**src/rtl/array_sweep_if.sv**
```systemverilog
`default_nettype none
// ============================================================================
//  Module   : array_sweep_if
//  Purpose  : Host-side bundle for array_sweep_ctrl: sweep request, host
//             write/read port and status flags.
//  Revision : 1.0  initial release
// ============================================================================
interface array_sweep_if #(
    parameter int DEPTH = 4,
    parameter int WIDTH = 4
);
    localparam int AW = $clog2(DEPTH);

    logic             start;
    logic [AW-1:0]    lo;
    logic [AW-1:0]    hi;
    logic [AW-1:0]    off;
    logic             wr_en;
    logic [AW-1:0]    wr_addr;
    logic [WIDTH-1:0] wr_data;
    logic [AW-1:0]    rd_addr;
    logic [WIDTH-1:0] rd_data;
    logic             busy;
    logic             done;
    logic             err;

    modport master (
        output start, lo, hi, off, wr_en, wr_addr, wr_data, rd_addr,
        input  rd_data, busy, done, err
    );

    modport slave (
        input  start, lo, hi, off, wr_en, wr_addr, wr_data, rd_addr,
        output rd_data, busy, done, err
    );
endinterface
`default_nettype wire

```
**src/rtl/array_sweep_ctrl.sv**
```systemverilog
`default_nettype none
// ============================================================================
//  Module   : array_sweep_ctrl
//  Purpose  : DEPTH x WIDTH register array with a sweep engine that copies
//             entry (i-off) mod DEPTH into entry i for i = lo..hi ascending.
//             Optional macro ARRAY_SWEEP_ERR_EN enables a sticky error flag
//             for start/write attempts while a sweep is running.
//  Revision : 1.0  initial release
// ============================================================================
module array_sweep_ctrl #(
    parameter int DEPTH = 4,
    parameter int WIDTH = 4
) (
    input  wire logic       clk,
    input  wire logic       rst,
    array_sweep_if.slave    bus
);
    localparam int AW = $clog2(DEPTH);

    typedef enum logic [1:0] {
        S_IDLE = 2'd0,
        S_RUN  = 2'd1,
        S_DONE = 2'd2
    } state_t;

    state_t           r_state;
    logic [AW-1:0]    r_idx;
    logic [AW-1:0]    r_hi;
    logic [AW-1:0]    r_off;
    logic             r_busy;
    logic             r_done;
    logic [WIDTH-1:0] r_mem [DEPTH];

    // Source index wraps naturally because DEPTH is a power of two.
    logic [AW-1:0]    w_src;
    assign w_src = r_idx - r_off;

    assign bus.rd_data = r_mem[bus.rd_addr];
    assign bus.busy    = r_busy;
    assign bus.done    = r_done;

    // Sweep FSM, array storage and registered status outputs.
    always_ff @(posedge clk or posedge rst) begin
        if (rst) begin
            r_state <= S_IDLE;
            r_idx   <= '0;
            r_hi    <= '0;
            r_off   <= '0;
            r_busy  <= 1'b0;
            r_done  <= 1'b0;
            for (int i = 0; i < DEPTH; i++) begin
                r_mem[i] <= '0;
            end
        end else begin
            case (r_state)
                S_IDLE: begin
                    r_done <= 1'b0;
                    // A same-cycle write lands now, so the first step sees it.
                    if (bus.wr_en) begin
                        r_mem[bus.wr_addr] <= bus.wr_data;
                    end
                    if (bus.start) begin
                        r_idx <= bus.lo;
                        r_hi  <= bus.hi;
                        r_off <= bus.off;
                        if (bus.lo <= bus.hi) begin
                            r_state <= S_RUN;
                            r_busy  <= 1'b1;
                        end else begin
                            r_state <= S_DONE;
                            r_done  <= 1'b1;
                        end
                    end
                end
                S_RUN: begin
                    // Host writes and starts are dropped while sweeping.
                    r_mem[r_idx] <= r_mem[w_src];
                    r_idx        <= r_idx + 1'b1;
                    if (r_idx == r_hi) begin
                        r_state <= S_DONE;
                        r_busy  <= 1'b0;
                        r_done  <= 1'b1;
                    end
                end
                S_DONE: begin
                    if (bus.wr_en) begin
                        r_mem[bus.wr_addr] <= bus.wr_data;
                    end
                    r_state <= S_IDLE;
                    r_done  <= 1'b0;
                end
                default: begin
                    r_state <= S_IDLE;
                    r_busy  <= 1'b0;
                    r_done  <= 1'b0;
                end
            endcase
        end
    end

`ifdef ARRAY_SWEEP_ERR_EN
    logic r_err;
    assign bus.err = r_err;

    // Sticky flag: any start or write attempt during a sweep is a protocol error.
    always_ff @(posedge clk or posedge rst) begin
        if (rst) begin
            r_err <= 1'b0;
        end else if (r_state == S_RUN && (bus.start || bus.wr_en)) begin
            r_err <= 1'b1;
        end
    end
`else
    assign bus.err = 1'b0;
`endif

endmodule
`default_nettype wire

```
**src/flat_wrapper.sv**
```systemverilog
// flat-port wrapper written by rule: the top's interface ports become plain ports
module array_sweep_ctrl_flat 
#(
    parameter int DEPTH = 4,
    parameter int WIDTH = 4
)
  (clk, rst, bus_start, bus_lo, bus_hi, bus_off, bus_wr_en, bus_wr_addr, bus_wr_data, bus_rd_addr, bus_rd_data, bus_busy, bus_done, bus_err);
  array_sweep_if #(.DEPTH(DEPTH), .WIDTH(WIDTH)) bus_i ();
  input  wire logic clk;
  input  wire logic rst;
  input wire logic [$bits(bus_i.start)-1:0] bus_start;
  input wire logic [$bits(bus_i.lo)-1:0] bus_lo;
  input wire logic [$bits(bus_i.hi)-1:0] bus_hi;
  input wire logic [$bits(bus_i.off)-1:0] bus_off;
  input wire logic [$bits(bus_i.wr_en)-1:0] bus_wr_en;
  input wire logic [$bits(bus_i.wr_addr)-1:0] bus_wr_addr;
  input wire logic [$bits(bus_i.wr_data)-1:0] bus_wr_data;
  input wire logic [$bits(bus_i.rd_addr)-1:0] bus_rd_addr;
  output wire logic [$bits(bus_i.rd_data)-1:0] bus_rd_data;
  output wire logic [$bits(bus_i.busy)-1:0] bus_busy;
  output wire logic [$bits(bus_i.done)-1:0] bus_done;
  output wire logic [$bits(bus_i.err)-1:0] bus_err;
  assign bus_i.start = bus_start;
  assign bus_i.lo = bus_lo;
  assign bus_i.hi = bus_hi;
  assign bus_i.off = bus_off;
  assign bus_i.wr_en = bus_wr_en;
  assign bus_i.wr_addr = bus_wr_addr;
  assign bus_i.wr_data = bus_wr_data;
  assign bus_i.rd_addr = bus_rd_addr;
  assign bus_rd_data = bus_i.rd_data;
  assign bus_busy = bus_i.busy;
  assign bus_done = bus_i.done;
  assign bus_err = bus_i.err;
  array_sweep_ctrl #(.DEPTH(DEPTH), .WIDTH(WIDTH)) u_core (.clk(clk), .rst(rst), .bus(bus_i));
endmodule
```
**config.mk**
```make
export PLATFORM = sky130hd
export DESIGN_NAME = array_sweep_ctrl_flat
export DESIGN_NICKNAME = d
export VERILOG_FILES = /design/src/rtl/array_sweep_if.sv /design/src/rtl/array_sweep_ctrl.sv /design/src/flat_wrapper.sv
export SDC_FILE = /design/constraint.sdc
export NUM_CORES = 1
export LEC_CHECK = 0
export CORE_ASPECT_RATIO = 1.2
export CORE_MARGIN = 2
export CORE_UTILIZATION = 40
export CTS_BUF_LIST = sky130_fd_sc_hd__clkbuf_4 sky130_fd_sc_hd__clkbuf_8
export DETAILED_ROUTE_END_ITERATION = 10
export DONT_BUFFER_PORTS = 1
export GPL_TIMING_DRIVEN = 0
export PLACE_DENSITY = 0.58
export REMOVE_ABC_BUFFERS = 1
export SLEW_MARGIN = 20
export SYNTH_ARGS = -nofsm -noshare
export SYNTH_HDL_FRONTEND = slang
export SYNTH_SLANG_ARGS = --single-unit
```
**constraint.sdc**
```tcl
create_clock -name clk -period 3.1 [get_ports clk]
set_input_delay 0.93 -clock clk [delete_from_list [all_inputs] [get_ports clk]]
set_output_delay 0.93 -clock clk [all_outputs]
set_load 0.02 [all_outputs]
```
# Yosys cells after proc, flatten, opt, wreduce, memory -nomap -nowiden
# Cells that the tools add are included.
totals:
  regBits: 26
  output_inout_bits: 7
  word_cells: 70
  inputBits: 18
classes:
  n_lt_le_gt_ge: 7
  bitwise_logic: 5
  n_addsub: 2
  reduce_logical: 11
  n_eq_ne: 7
  n_mux: 28
op_table:
  columns: ["op", "n"]
  rows:
  - ["$bwmux 16", 2]
  - ["$pmux 16 s2", 1]
  - ["$mux 4", 6]
  - ["$bmux 4 s2", 2]
  - ["$demux 4 s2", 2]
  - ["$mux 16", 1]
  - ["$ge 3x3->1 const B", 4]
  - ["$not 2->3", 4]
  - ["$mux 2", 4]
  - ["$pmux 2 s2", 2]
  - ["$reduce_and 2->1", 4]
  - ["$lt 3x1->1 const B", 2]
  - ["$mux 1", 6]
  - ["$ne 2x1->1 const B", 3]
  - ["$reduce_and 4->1", 1]
  - ["$reduce_bool 2->1", 2]
  - ["$pmux 1 s3", 1]
  - ["$add 2x1->2 const B", 1]
  - ["$eq 2x1->1 const B", 1]
  - ["$eq 2x2->1", 1]
  - ["$eq 2x2->1 const B", 1]
  - ["$le 2x2->1", 1]
  - ["$logic_and 1x1->1", 2]
  - ["$logic_not 2->1", 1]
  - ["other kinds (5)", 5]

# Longest topological paths before layout
# Gate-level depths: netlist of run 1.
depth:
  word_depth: 8
  ltp_mapped: 8
  ltp_nobuf: 7

# Worst setup path before layout of run 1
# No wires, ideal clock.
synth_timing:
  path_kind: "in2out"
  startpoint: "input port bus_rd_addr[0]"
  endpoint: "output port bus_rd_data[0]"
  path_slack_ps: 694
  t_arrival_ps: 1476
  stages: 1
  n_path_buf: 0
  t_required_ps: 2170
  path_cell_list: "mux4_2"
synth_via:
  elab_chain_len: 4
synth_lines:
  columns: ["item", "line", "rtl"]
  rows:
  - ["start: declaration", "flat_wrapper.sv:18", "input wire logic [$bits(bus_i.rd_addr)-1:0] bus_rd_addr;"]
  - ["$not 2->3 (not written as such)", "array_sweep_ctrl.sv:38", "assign bus.rd_data = r_mem[bus.rd_addr];"]
  - ["$bmux 4 s2", "array_sweep_ctrl.sv:38", null]
  - ["$mux 4 (not written as such) (2 in a row)", "array_sweep_ctrl.sv:38", null]
  - ["end: declaration", "flat_wrapper.sv:19", "output wire logic [$bits(bus_i.rd_data)-1:0] bus_rd_data;"]
# No other way between the ends. The select of a mux whose other input is x is not followed.

# Final worst setup path of run 1
layout_timing:
  startpoint: "register u_core.r_idx[0]"
  endpoint: "register u_core.r_mem[5] (netlist bit)"
layout_via:
  elab_chain_len: 7
  word_cells_on_any_way: 13
  classes_between: "add/sub: 1; order compare: 2; mux: 7; bitwise: 2; reduce/logical: 1"
layout_lines:
  columns: ["item", "line", "rtl"]
  rows:
  - ["start: declaration", "array_sweep_ctrl.sv:27", "logic [AW-1:0] r_idx;"]
  - ["start signal: assignment", "array_sweep_ctrl.sv:63", "r_idx <= bus.lo;"]
  - ["start signal: assignment", "array_sweep_ctrl.sv:78", "r_idx <= r_idx + 1'b1;"]
  - ["$sub 2x2->2 or $not 2->3 (tied branches)", "array_sweep_ctrl.sv:36, array_sweep_ctrl.sv:77", null]
  - ["$not 2->3 (not written as such), or another cell as far along", "array_sweep_ctrl.sv:77", "r_mem[r_idx] <= r_mem[w_src];"]
  - ["$bmux 4 s2 or $logic_and 1x1->1 (tied branches)", "array_sweep_ctrl.sv:77", null]
  - ["$mux 4 (not written as such)", "array_sweep_ctrl.sv:77", null]
  - ["$mux 4 (not written as such) or $demux 4 s2 (tied branches)", "array_sweep_ctrl.sv:77", null]
  - ["$bwmux 16 *", "array_sweep_ctrl.sv:77", null]
  - ["$pmux 16 s2 *", "array_sweep_ctrl.sv:55", "case (r_state)"]
  - ["end signal: indexed assignment", "array_sweep_ctrl.sv:60", "r_mem[bus.wr_addr] <= bus.wr_data;"]
  - ["end signal: indexed assignment", "array_sweep_ctrl.sv:77", null]
  - ["end signal: indexed assignment", "array_sweep_ctrl.sv:87", "r_mem[bus.wr_addr] <= bus.wr_data;"]
  - ["end: declaration", "array_sweep_ctrl.sv:32", "logic [WIDTH-1:0] r_mem [DEPTH];"]
# Mark *: on every way between the ends. The rest lies on a longest branch, timed or not. The select of a mux whose other input is x is not followed.
# A chain may end at the register's enable or synchronous reset.

==> summary.txt, run 1 <==
Run status: finished clean
Fmax: 0.374 GHz
Number of synthesized flops with an enable pin: 0
Startpoint types: flip-flop
Rows: 26
Core footprint: 4260 sq um
Peak supply drop: 0.388 mV
Share of layout cells above drive strength 1: 0.117
Crit Path Class: flip-flop to flip-flop
# clock sinks: 26
CP Capture Type: flip-flop
Gpl congestion: 0.897
Hold-fix buffers, CTS: 0
GR Util All Layers: 0.187
Post-Layout Inst Area: 1870 sq um
DIE HEIGHT: 76.9 um
Post-CTS setup repair buffer count: 0
PortBufs: 0
Initial antenna violation count: 0
P&R area growth vs syn: 5.58%
Largest net degree at the start of global routing: 27
Post-synthesis cell type count: 40
Post-Route Setup TNS: 0 ns
Min cycle time layout: 2.67 ns
TritonRoute pass-1 iters: 4
CTS buffer count: 3
Post-route setup slack: 0.426 ns
DP Area: 1800 sq um
Clock Pin Slew Worst Setup and Hold Paths: 0.10 ns
Count of state elements after synthesis: 26
Slew HR: 0.358
Unrepaired setup endpoints after global routing: no
Worst slack, placed: 0.440 ns
CP max-delay cell: xnor2_2
ANT nets after route: 0
Vias: 1442
Critical path peak fanout: 10
Initial DRC Count: 75
Pins Over Slew Limit: 0
Total wire length: 4350 um
Inst Count DP: 232
Count of final hold-check violations: 0
Die X: 64.8 um
Pwr Total: 2.20 mW
HPWL Detailed: 3330 um
CTS tree: done
Max incr delay on CP: 0.53 ns
Async SR Flop Fraction: 1.00
Lkg Pwr: 0.770 nW
Cell Area, Synth: 1770 sq um
Final period utilization: 0.863
Max cap viols: 0
Hold WS: 0.530 ns
CTS root buf: clkbuf_8
Final core utilization: 0.439
N_diodes: 0
Worst Tran Pin Value: 0.957 ns
Most common cell after layout, fill and taps aside: dfrtp_1
Req. time, crit path: 3.25 ns
Drt drc: 0
Yosys warnings: 0
Vias per cell: 6.11
GRT Residual Overflow: 0
Post-Syn Instances: 184
Vias in the first global route: 1489
Setup violations, final: 0
Initial cell density of the core: 0.416
CP cell instances: inv_1 -> ha_1 -> xnor2_2 -> mux2_2 -> o21ai_0 -> a22oi_1 -> a221o_1
Final nets: 206
Min-Delay Path Class: flip-flop to flip-flop
Synth Area per Inst: 9.63 sq um
Commonest cells after routing, fill and taps aside: dfrtp_1 (26), nor2_1 (15), nand2_1 (14)
Synth Flop Type: dfrtp_1
Skew-Pair Late Insertion Delay: 0.27 ns
Worst Skew: 0.0115 ns
Die area: 4980 sq um
Fin cells: 236
CTS resizes: 0
CP delay by family, top: compound AO/OA/AOI/OAI gates
CTS Buffer Depth: 2
Pwr dens: 1180 nW/um^2
H-tree depth: 1
Buf/Inv on CP: 1
First-pass GRT wire length: 7310 um
WL/cell: 18.4 um
Sequential element share of the synthesized area: 0.367
Worst endpoint data arrival time: 2.83 ns
I/O Pins: 25
-- final timing paths --
| kind | start | end | slack (ns) | cells past startpoint |
|---|---|---|---|---|
| min in group asynchronous | rst | u_core.r_idx[0]$_DFFE_PP0P_ | 0.63 | 1 |
| worst min-delay path | u_core.r_off[0]$_DFFE_PP0P_ | u_core.r_off[0]$_DFFE_PP0P_ | 0.53 | 1 |
| worst max-delay path | u_core.r_idx[0]$_DFFE_PP0P_ | u_core.r_mem[5]$_DFFE_PP0P_ | 0.43 | 7 |
| max in group asynchronous | rst | u_core.r_mem[10]$_DFFE_PP0P_ | 2.02 | 1 |
| worst min register to register | u_core.r_off[0]$_DFFE_PP0P_ | u_core.r_off[0]$_DFFE_PP0P_ | 0.53 | 1 |
| worst max register to register | u_core.r_idx[0]$_DFFE_PP0P_ | u_core.r_mem[5]$_DFFE_PP0P_ | 0.43 | 7 |
-- where the power goes --
group | internal (mW) | switching, mW | leakage (nW)
clock network | 0.173 | 0.111 | 0.0357
logic | 0.526 | 0.658 | 0.411
registers | 0.493 | 0.242 | 0.324
-- final cells by class --
cell class | count | area [sq um]
Tap cell | 56 | 70.1
Inverter | 9 | 33.8
Multi-Input combinational cell | 141 | 1040
Clock inverter | 1 | 30.0
Sequential cell | 26 | 651
Fill cell | 422 | 2390
Clock buffer | 3 | 41.3
-- registers in the layout (all words and copies together) (netlist names) --
signal           cells
u_core.r_state       2
u_core.bus.done      1
u_core.r_off         2
u_core.r_hi          2
u_core.r_idx         2
u_core.r_mem        16
u_core.bus.busy      1
-- layer usage --
metal | vias up | part of all wire | track usage
met5 | - | 0 | 0
met4 | 0 | 0.0087 | 0.0489
met3 | 4 | 0.055 | 0.0323
met2 | 45 | 0.53 | 0.338
met1 | 714 | 0.41 | 0.226
li1 | 679 | - | -
-- cells in the mapped netlist (all sizes together), types with 5 or more instances --
library cell,n,share of area
clkbuf,5,0.011
nand2,14,0.030
mux2,6,0.038
inv,9,0.019
ha,7,0.049
a21oi,7,0.020
o21ai,9,0.025
a221o,12,0.071
nor3,6,0.017
dfrtp,26,0.37
and2,9,0.032
or3,5,0.018
nor3b,7,0.030
nor2,15,0.032
-- worst register-to-register path, cell delays in order (launching register included) --
cell	delay, ns
dfrtp_1	0.47
inv_1	0.12
ha_1	0.26
xnor2_2	0.53
mux2_2	0.42
o21ai_0	0.20
a22oi_1	0.19
a221o_1	0.37
-- cells by family (layout without fill, tap and decap cells) --
| family | Yosys count | after routing | synth area share |
|---|---|---|---|
| compound gates | 50 | 50 | 0.213 |
| buf+inv | 17 | 13 | 0.0431 |
| other cells | 1 | 1 | 0.00212 |
| fa+ha+maj | 7 | 7 | 0.0494 |
| simple gates | 67 | 67 | 0.197 |
| mux | 12 | 12 | 0.100 |
| flops | 26 | 26 | 0.367 |
| xor+xnor | 4 | 4 | 0.0283 |
Power figures use the tool's default switching activity.
==> run 2, diff against run 1 <==
--- a/config.mk
+++ b/config.mk
@@ -5,7 +5,6 @@
 export SDC_FILE = /design/constraint.sdc
 export NUM_CORES = 1
 export LEC_CHECK = 0
-export CORE_ASPECT_RATIO = 1.2
 export CORE_MARGIN = 2
 export CORE_UTILIZATION = 40
 export CTS_BUF_LIST = sky130_fd_sc_hd__clkbuf_4 sky130_fd_sc_hd__clkbuf_8
==> summary.txt, run 2 (same netlist as run 1, synthesis figures left out) <==
DIE HEIGHT: 70.6 um (-8.3%)
CTS Buffer Depth: 2 (unchanged)
# clock sinks: 26 (unchanged)
Worst Tran Pin Value: 0.944 ns (-0.0135 ns)
Req. time, crit path: 3.32 ns (+0.07 ns)
Peak supply drop: 0.367 mV (-5.5%)
PortBufs: 0 (unchanged)
Worst slack, placed: 0.485 ns (+0.0450 ns)
N_diodes: 0 (unchanged)
HPWL Detailed: 3160 um (-4.9%)
CP Capture Type: flip-flop
Vias: 1443 (+0.069%)
First-pass GRT wire length: 7050 um (-3.5%)
Vias in the first global route: 1443 (-3.1%)
Initial DRC Count: 77 (+2.7%)
ANT nets after route: 0 (unchanged)
Unrepaired setup endpoints after global routing: no
Clock Pin Slew Worst Setup and Hold Paths: 0.09 ns (about the same)
Initial antenna violation count: 0 (unchanged)
Crit Path Class: flip-flop to flip-flop
Critical path peak fanout: 16 (+6)
Run status: finished clean
Min-Delay Path Class: flip-flop to flip-flop
Startpoint types: flip-flop
H-tree depth: 1 (unchanged)
Max cap viols: 0 (unchanged)
I/O Pins: 25 (unchanged)
Pwr Total: 2.09 mW (-4.9%)
Gpl congestion: 0.899 (+0.23%)
P&R area growth vs syn: 3.60%
Worst Skew: 0.00449 ns (-0.00700 ns)
Setup crit end: u_core.r_mem[10]$_DFFE_PP0P_
Die X: 70.6 um (+8.9%)
Max FFs per register: 16 (unchanged)
Skew-Pair Late Insertion Delay: 0.27 ns (about the same)
Die area: 4980 sq um (about the same)
Crit path from: u_core.r_idx[0]$_DFFE_PP0P_
Largest net degree at the start of global routing: 27 (unchanged)
Min cycle time layout: 2.58 ns (-0.0926 ns)
CTS root buf: clkbuf_8
CTS buffer count: 3 (unchanged)
GRT Residual Overflow: 0 (unchanged)
Final nets: 206 (unchanged)
CTS resizes: 0 (unchanged)
Pwr dens: 1140 nW/um^2 (-3.1%)
Vias per cell: 6.25 (+2.2%)
Final period utilization: 0.833 (-0.0299)
Rows: 24 (-7.7%)
CTS tree: done
Fill cells: 430 (+1.9%)
Post-route setup slack: 0.519 ns (+0.0926 ns)
Hold-fix buffers, CTS: 0 (unchanged)
WL/cell: 18.3 um (-0.75%)
Drt drc: 0 (unchanged)
Multi-input gate area: 1040 sq um (unchanged)
Pins Over Slew Limit: 0 (unchanged)
Count of final hold-check violations: 0 (unchanged)
Share of layout cells above drive strength 1: 0.112 (-0.00493)
Core footprint: 4320 sq um (+1.5%)
FF-to-FF path depth: 7 (unchanged)
FF+latch area: 651 sq um (unchanged)
Biggest register: u_core.r_mem
Post-Route Setup TNS: 0 ns (unchanged)
Worst endpoint data arrival time: 2.80 ns (-0.03 ns)
RR Startpoint: u_core.r_idx[0]$_DFFE_PP0P_
Commonest cells after routing, fill and taps aside: dfrtp_1 (26), nor2_1 (15), nand2_1 (14)
Initial cell density of the core: 0.410 (-0.00601)
Critical R2R Capture: u_core.r_mem[10]$_DFFE_PP0P_
R2r setup slk: 0.52 ns (+0.09 ns)
Post-CTS setup repair buffer count: 0 (unchanged)
TritonRoute pass-1 iters: 4 (unchanged)
GR Util All Layers: 0.177 (-0.00988)
Lkg Pwr: 0.756 nW (-1.8%)
Setup violations, final: 0 (unchanged)
Total wire length: 4220 um (-2.9%)
Most common cell after layout, fill and taps aside: dfrtp_1
Fmax: 0.387 GHz (+3.6%)
Slew HR: 0.367 (+0.00907)
==> run 2: cell count changes in the layout (fill, tap and decap cells not counted), sizes merged <==
cell	before	now
bufinv	1	0
==> run 2: routing by layer <==
layer | up-vias | GRT usage | routed length [um] | part of all wire
met5 | - | 0 | 0 | 0
met1 | 711 | 0.236 | 1820 | 0.43
met3 | 7 | 0.0299 | 215 | 0.051
li1 | 680 | - | - | -
met2 | 45 | 0.297 | 2120 | 0.50
met4 | 0 | 0.0587 | 71 | 0.017
==> run 2: critical path: stages, from the launching register on <==
cell	delay (ns)
dfrtp_1	0.45
inv_1	0.13
ha_1	0.26
xor2_2	0.57
nor3b_1	0.11
or3_1	0.40
a22oi_1	0.37
a221o_1	0.23
==> run 2: worst min path at each step <==
| stage | start | depth (start not counted) | endpoint |
|---|---|---|---|
| after detailed placement | u_core.r_off[0]$_DFFE_PP0P_ | 1 | u_core.r_off[0]$_DFFE_PP0P_ |
| after floorplan | u_core.r_off[0]$_DFFE_PP0P_ | 1 | u_core.r_off[0]$_DFFE_PP0P_ |
| after global placement | u_core.r_off[0]$_DFFE_PP0P_ | 1 | u_core.r_off[0]$_DFFE_PP0P_ |
| after CTS | u_core.r_off[0]$_DFFE_PP0P_ | 1 | u_core.r_off[0]$_DFFE_PP0P_ |
| final | u_core.r_off[0]$_DFFE_PP0P_ | 1 | u_core.r_off[0]$_DFFE_PP0P_ |
| after global routing | u_core.r_hi[1]$_DFFE_PP0P_ | 1 | u_core.r_hi[1]$_DFFE_PP0P_ |
==> run 2: where the power goes <==
part	internal (mW)	leakage (nW)	switching, mW	total (mW)
clock network	0.0873	0.0216	0.108	0.195
registers	0.494	0.324	0.233	0.726
logic	0.526	0.411	0.647	1.17
total	1.11	0.756	0.988	2.09
==> run 2: final cells by class <==
| type | count | share of cell area |
|---|---|---|
| well taps | 52 | 0.0354 |
| inverters | 9 | 0.0184 |
| clock buffers | 3 | 0.0225 |
| multi-input cells | 141 | 0.569 |
| flip-flops and latches | 26 | 0.354 |
==> run 2: metrics by stage <==
stage | area (sq um) | std cells | hold WS, ns | utilization
4_1_cts | 1840 | 231 | 0.543 | 0.424
3_3_place_gp | 1790 | 228 | 0.510 | 0.415
2_1_floorplan | 1730 | 176 | 0.487 | -
5_1_grt | 1840 | 231 | 0.561 | 0.424
6_report | 1840 | 231 | 0.532 | 0.424
3_5_place_dp | 1790 | 228 | 0.521 | 0.415
